<file path="src/rtl/bcd_pkg.sv">
// Shared types and constants for the sequential binary-to-BCD converter:
// FSM state encoding, BCD digit type and the double-dabble add-3 constants.
package bcd_pkg;

    typedef enum logic [0:0] {
        IDLE    = 1'b0,
        CONVERT = 1'b1
    } state_t;

    typedef logic [3:0] bcd_digit_t;

    localparam bcd_digit_t ADD3_THRESHOLD = 4'd5;
    localparam bcd_digit_t ADD3_VALUE     = 4'd3;

endpackage

</file>
<file path="src/rtl/bcd_digit_adj.sv">
// Double-dabble digit correction: adds 3 to a BCD digit of 5 or more.
// Ports: digit_i (digit before shift), digit_o (corrected digit).
module bcd_digit_adj
    import bcd_pkg::*;
(
    input  bcd_digit_t digit_i,
    output bcd_digit_t digit_o
);

    always_comb begin
        digit_o = digit_i;
        if (digit_i >= ADD3_THRESHOLD) begin
            digit_o = digit_i + ADD3_VALUE;
        end
    end

endmodule

</file>
<file path="src/rtl/seq_bin_to_bcd.sv">
// Multi-cycle shift-and-add-3 binary to packed BCD converter.
// Ports: clk, rst (sync, active-low), start/bin_in request, busy, done pulse,
// bcd_out (digit 0 in [3:0]), digit_valid (leading-zero mask), overflow.
module seq_bin_to_bcd
    import bcd_pkg::*;
#(
    parameter int WIDTH  = 16,
    parameter int DIGITS = 5
) (
    input  logic                clk,
    input  logic                rst,
    input  logic                start,
    input  logic [WIDTH-1:0]    bin_in,
    output logic                busy,
    output logic                done,
    output logic [4*DIGITS-1:0] bcd_out,
    output logic [DIGITS-1:0]   digit_valid,
    output logic                overflow
);

    localparam int AW = 4 * DIGITS;
    localparam int CW = (WIDTH > 1) ? $clog2(WIDTH) : 1;
    localparam logic [CW-1:0] LAST = CW'(WIDTH - 1);

    state_t            state_q, state_d;
    logic [CW-1:0]     cnt_q, cnt_d;
    logic [WIDTH-1:0]  sh_q, sh_d;
    logic [AW-1:0]     acc_q, acc_d;
    logic              ovf_q, ovf_d;
    logic [AW-1:0]     bcd_q, bcd_d;
    logic [DIGITS-1:0] dv_q, dv_d;
    logic              ovo_q, ovo_d;
    logic              done_q, done_d;

    logic [AW-1:0]     acc_adj;
    logic [AW-1:0]     acc_sh;
    logic [WIDTH-1:0]  sh_sh;
    logic              carry;
    logic              ovf_fin;
    logic              nz_seen;
    logic [DIGITS-1:0] mask;

    genvar g;
    generate
        for (g = 0; g < DIGITS; g++) begin : g_adj
            bcd_digit_adj u_adj (
                .digit_i (acc_q[4*g +: 4]),
                .digit_o (acc_adj[4*g +: 4])
            );
        end
    endgenerate

    // The bit leaving the top digit means the value needs one more digit.
    always_comb begin
        {carry, acc_sh, sh_sh} = {1'b0, acc_adj, sh_q} << 1;
        ovf_fin = ovf_q | carry;
    end

    // Scan from the top digit down: once a nonzero digit is seen,
    // every lower digit is significant.
    always_comb begin
        nz_seen = 1'b0;
        mask    = '0;
        for (int k = DIGITS - 1; k >= 0; k--) begin
            nz_seen = nz_seen | (acc_sh[4*k +: 4] != 4'd0);
            mask[k] = nz_seen;
        end
        mask[0] = 1'b1;
        if (ovf_fin) begin
            mask = '1;
        end
    end

    always_comb begin
        state_d = state_q;
        cnt_d   = cnt_q;
        sh_d    = sh_q;
        acc_d   = acc_q;
        ovf_d   = ovf_q;
        bcd_d   = bcd_q;
        dv_d    = dv_q;
        ovo_d   = ovo_q;
        done_d  = 1'b0;
        unique case (state_q)
            IDLE: begin
                if (start) begin
                    state_d = CONVERT;
                    sh_d    = bin_in;
                    acc_d   = '0;
                    ovf_d   = 1'b0;
                    cnt_d   = '0;
                end
            end
            CONVERT: begin
                acc_d = acc_sh;
                sh_d  = sh_sh;
                ovf_d = ovf_fin;
                cnt_d = cnt_q + CW'(1);
                if (cnt_q == LAST) begin
                    bcd_d   = acc_sh;
                    dv_d    = mask;
                    ovo_d   = ovf_fin;
                    done_d  = 1'b1;
                    state_d = IDLE;
                end
            end
            default: state_d = IDLE;
        endcase
    end

    always_ff @(posedge clk) begin
        if (!rst) begin
            state_q <= IDLE;
            cnt_q   <= '0;
            sh_q    <= '0;
            acc_q   <= '0;
            ovf_q   <= 1'b0;
            bcd_q   <= '0;
            dv_q    <= DIGITS'(1);
            ovo_q   <= 1'b0;
            done_q  <= 1'b0;
        end else begin
            state_q <= state_d;
            cnt_q   <= cnt_d;
            sh_q    <= sh_d;
            acc_q   <= acc_d;
            ovf_q   <= ovf_d;
            bcd_q   <= bcd_d;
            dv_q    <= dv_d;
            ovo_q   <= ovo_d;
            done_q  <= done_d;
        end
    end

    assign busy        = (state_q == CONVERT);
    assign done        = done_q;
    assign bcd_out     = bcd_q;
    assign digit_valid = dv_q;
    assign overflow    = ovo_q;

endmodule
</file>
<file path="config.mk">
export PLATFORM = sky130hd
export DESIGN_NAME = seq_bin_to_bcd
export DESIGN_NICKNAME = d
export VERILOG_FILES = /design/src/rtl/bcd_pkg.sv /design/src/rtl/bcd_digit_adj.sv /design/src/rtl/seq_bin_to_bcd.sv
export SDC_FILE = /design/constraint.sdc
export NUM_CORES = 1
export LEC_CHECK = 0
export ABC_CLOCK_PERIOD_IN_PS = 5400
export CAP_MARGIN = 0
export CORE_UTILIZATION = 46
export DETAILED_ROUTE_END_ITERATION = 8
export DONT_BUFFER_PORTS = 1
export HOLD_SLACK_MARGIN = 0.06
export PLACE_DENSITY = 0.65
export SLEW_MARGIN = 15
export SYNTH_ARGS = -nofsm -noshare
export SYNTH_HDL_FRONTEND = slang
export SYNTH_HIERARCHICAL = 1
export SYNTH_SLANG_ARGS = --single-unit
</file>
<file path="constraint.sdc">
create_clock -name clk -period 5.4 [get_ports clk]
set_input_delay 0.81 -clock clk [delete_from_list [all_inputs] [get_ports clk]]
set_output_delay 0.81 -clock clk [all_outputs]
set_load 0.02 [all_outputs]
</file>
### Word level (Yosys, flattened, before mapping)

Index checks and enable logic that the tools add are counted.

* $add $sub $neg: 6
* $lt $le $gt $ge: 5
* eq/ne operators: 2
* multiplexer cells: 18
* bitwise operators: 5
* reduce and logical (&&, ||, !) cells: 6

Operators by type and width (number)
* 20-bit one-hot mux with 2 select lines: 1
* 16-bit one-hot mux with 2 select lines: 1
* 4-bit two-way mux: 6
* 4-bit by 2-bit adder with 4-bit output, second input constant: 5
* 4-bit by 3-bit >= comparator with 1-bit output, second input constant: 5
* 20-bit two-way mux: 1
* 16-bit two-way mux: 1
* 4-bit nonzero test: 4
* 4-bit one-hot mux with 2 select lines: 1
* 5-bit two-way mux: 1
* 4-bit by 1-bit adder with 4-bit output, second input constant: 1
* 4-bit == test, second input constant: 1
* 1-bit two-way mux: 4
* 1-bit bitwise OR: 4
* 1-bit one-hot mux with 2 select lines: 2
* 2-bit AND reduction: 2
* 2-bit inequality test, second input constant: 1
* 1-bit inverter: 1

* register bits after elaboration: 69
* input bits: 19

### Longest topological paths before layout

* word-level depth: 7
* mapped depth: 8
* mapped depth without buffers: 8

### Cells and area by module

Netlist, hierarchy kept.

Modules (own cells, without submodules)
* seq_bin_to_bcd: times used 1, cells each 277, area an instance 2716.4 um2, seq. area each 1361.3 um2
* bcd_digit_adj: times used 5, cells each 16, area an instance 101.3 um2, seq. area each 0.0 um2

### Worst setup path after synthesis

No wires, ideal clock.

* path kind: register to register
* from: reg acc_q[17]
* to: reg dv_q[1] (netlist: digit_valid[1])
* library setup time: 119 ps
* arrival: 1669 ps
* slack: 3612 ps
* stages on the path, launching flop included: 9
* path buffers: 0
* clock period less this slack: 1788 ps
* cells stage by stage: dfxtp_1 -> inv_1 -> ha_1 -> nand2b_1 -> a21oi_2 -> xnor2_1 -> nor4_1 -> nand3_1 -> o221a_2

* cells in the longest elaborated chain, start to end: 7
* elaborated cells between the ends (all ways): 9
* those cells by class: 1 x add/sub; 1 x order compare; 2 x mux; 4 x bitwise; 1 x reduce/logical

RTL lines
* from (decl): RTL line seq_bin_to_bcd.sv:28 `logic [AW-1:0] acc_q, acc_d;`
* from (signal assigned): RTL line seq_bin_to_bcd.sv:116 `acc_q <= '0;`
* from (signal assigned): RTL line seq_bin_to_bcd.sv:126 `acc_q <= acc_d;`
* 4-bit by 3-bit >= comparator with 1-bit output: RTL line bcd_digit_adj.sv:12 `if (digit_i >= ADD3_THRESHOLD) begin`
* 4-bit two-way mux: RTL line bcd_digit_adj.sv:12
* via acc_adj[16]: RTL line seq_bin_to_bcd.sv:35 `logic [AW-1:0] acc_adj;`
* 4-bit nonzero test: RTL line seq_bin_to_bcd.sv:65 `nz_seen = nz_seen | (acc_sh[4*k +: 4] != 4'd0);`
* 1-bit bitwise OR (3 in series): RTL line seq_bin_to_bcd.sv:65
* 5-bit two-way mux: RTL line seq_bin_to_bcd.sv:69 `if (ovf_fin) begin`
* to (signal assigned): RTL line seq_bin_to_bcd.sv:129 `dv_q <= dv_d;`
* to (decl): RTL line seq_bin_to_bcd.sv:31 `logic [DIGITS-1:0] dv_q, dv_d;`

The timed path passes the listed nets, and every way through them passes these cells.
A chain may end at the register's enable or synchronous reset.

### Worst setup path in the final report

* from: reg state_q (netlist: busy)
* to: out busy

RTL lines
* from (decl): RTL line seq_bin_to_bcd.sv:25 `state_t state_q, state_d;`
* from (signal assigned): RTL line seq_bin_to_bcd.sv:123 `state_q <= state_d;`
* to (decl): RTL line seq_bin_to_bcd.sv:14 `output logic busy,`

No word-level cell between the ends.

==> impl_metrics.toml <==
[detailed_routing]
drt-total-wl_um = 6149
wl_per_cell_um = 13.85
firstDrtPassIters = 4
via_count = 2309
routed_via_density = 5.200
drc = 0
drt_iter0_drc = 111
ant_nets = 0

[die]
start_util_pct = 47.44
io_pins = 47
coreArea_um2 = 6794
std_cell_rows = 30
dieWidth_um = 85.71
die_area_um2 = 7345
die_y_um = 85.71

[final_layout]
syn_to_final_growth_pct = 6.328
diodes = 0
layout-drive-gt1-share_pct = 8.333
fin_nets = 373

[setup_path]
r2r_slack_ps = 3400
r2r_start = "acc_q[17]"
worstPathCellList = "buf_4"
crit_type = "flop to primary output"
path_buf_inv = 1
crit_family = "buffers and inverters"
cpMaxStageDelayCell = "buf_4"
crit_path_end_kind = "primary output"
crit_fanout = 83
cp.arrival_ps = 1310
r2r_end = "digit_valid[1]"
cp-start-kind = "flop"
critical_path_required_ps = 4590
max_stage_delay_ps = 620
reg2reg_depth = 8

[power_and_ir_drop]
pwr_density_cell_nw_per_um2 = 297.7
power_mw = 1.020
ir_drop_mv = 0.1520
power_leakage_nw = 1.319

[synth]
synth_flop_cell = "dfxtp_1"
synth-edff-count = 0
syn_avg_cell_area_um2 = 9.028
synth.top_cell.area_share_pct = 42.24
yosys.cell_count.top_type = "dfxtp_1"
synthesis.area_um2 = 3223
synth_common_cells = "68 x dfxtp_1, 40 x nand2_1, 24 x a21oi_1"
yosys.cell_types.count = 33
synth_seq_area_share_pct = 42.24
netlist_instances = 357
async_flop_share_pct = 0
yosysTopAreaCell = "dfxtp_1"
yosys-top-cells-area = "dfxtp_1 42%, mux2i_1 6.8%, nor3b_1 5.4%"
postSynthRegisterBits = 68
yosys_warnings = 6
synth.net_count = 387

[clocking]
htree_levels = 3
cts_root_buffer = "clkbuf_8"
cts_tree = "yes"
clock_latency_ps = 340
clk_pin_slew_ps = 70
cts_sinks = 68
cts-resized-gates = 0
clockBufferDepth = 2
cts_setup_buffers = 0
cts_hold_buf = 0
numCtsBuffers = 9

[sta]
drv_slew = 0
fin_skew_ps = 11.52
rsz0062_at_grt = "no"
fmax_mhz = 471.8
setup_viol = 0
post-route-period-util_pct = 39.26
max_slew_margin_pct = 35.67
worst_slack_ps = 3280
worst-slew-pin-transition_ps = 960.6
finalHoldViolations = 0
whs_ps = 489.3
setup_tns_ps = 0
finalCriticalPeriod_ps = 2120

[global_routing]
grt_antenna_before_repair = 0
grt_pass1_vias = 2071
grt_max_degree = 84
grt_pass1_wl_um = 10050
grt-ovfl-total = 0
track_usage_pct = 17.49

[worst_hold_path]
min_from = "ovf_q"
min_path_cells = 2
hp-class = "flop to flop"
whs_endpoint = "ovf_q"

[job]
drv_cap = 0

[place]
dp_hpwl_um = 3832
dp_worst_setup_slack_ps = 3368
gp_congestion = 0.7285
port_buffers = 0

[outcome]
status = "finished, final reports clean"
per-stage QoR:
step	util, %	cell area, um^2	cells
floorplan	-	3223	357
global placement	47.24	3209	428
detailed placement	47.24	3209	428
CTS	50.44	3427	444
global route	50.44	3427	444
finish	50.44	3427	444
cell usage in the layout, fill, tap and decap left out, types with 10 or more instances in the layout:
cell type	synthesis	final
dfxtp_1	68	67
ha_1	11	11
nand2b_1	10	10
o21ai_0	22	22
clkbuf_8	0	10
inv_1	12	12
a21oi_1	24	24
a22o_1	19	19
and2_1	15	15
nor3b_1	23	23
mux2i_1	22	22
nand2_1	40	40
nor2b_1	23	23
logic make-up (layout without fill, tap and decap cells):
group                    Yosys count  after routing  share of synthesized area, %
other                              1              1                        0.1163
XOR/XNOR                           5              5                         1.359
flip-flops                        68             68                         42.24
buffers and inverters             38             29                         5.823
AO/OA/AOI/OAI                     84             84                         17.16
multiplexers                      22             22                         6.832
adder cells (fa/ha/maj)           11             11                         4.270
AND/OR/NAND/NOR                  128            128                         22.21
registers in the layout, indices dropped and copies added (netlist names):
register / cells
bcd_out: 20
overflow: 1
acc_q: 20
sh_q: 16
cnt_q: 4
ovf_q: 1
done: 1
busy: 1
digit_valid: 4
final cells by class:
cell class                      instances  area [um^2]
Clock buffer                           12        145.1
Clock inverter                          4        72.57
Fill cell                             647         3367
Inverter                               12        45.04
Multi-Input combinational cell        251         1674
Sequential cell                        68         1363
Tap cell                               96        120.1
Timing Repair Buffer                    1        7.507
power by group:
part           switching [mW]  internal [mW]
Clock                   0.192          0.272
Sequential            0.00512          0.510
Combinational          0.0227         0.0180
Total                   0.219          0.801
per-layer routing:
metal / vias to the layer above / global-route usage, % / part of all wire, %
met3: 4 / 7.315 / 5.3
met2: 41 / 27.49 / 46
met1: 1062 / 21.87 / 48
li1: 1202 / - / -
met4: 0 / 5.455 / 0.91
met5: - / 0 / 0
worst max path at each step:
stage / slack [ps] / startpoint / depth (start not counted) / to
2_1_floorplan: 3610 / acc_q[17] / 8 / digit_valid[1]
3_3_place_gp: 3390 / cnt_q[0] / 4 / digit_valid[4]
3_5_place_dp: 3370 / cnt_q[0] / 4 / digit_valid[4]
4_1_cts: 3270 / busy / 1 / busy
5_1_grt: 3180 / busy / 1 / busy
6_report: 3280 / busy / 1 / busy
No activity file was read; power rests on OpenSTA's default activity.
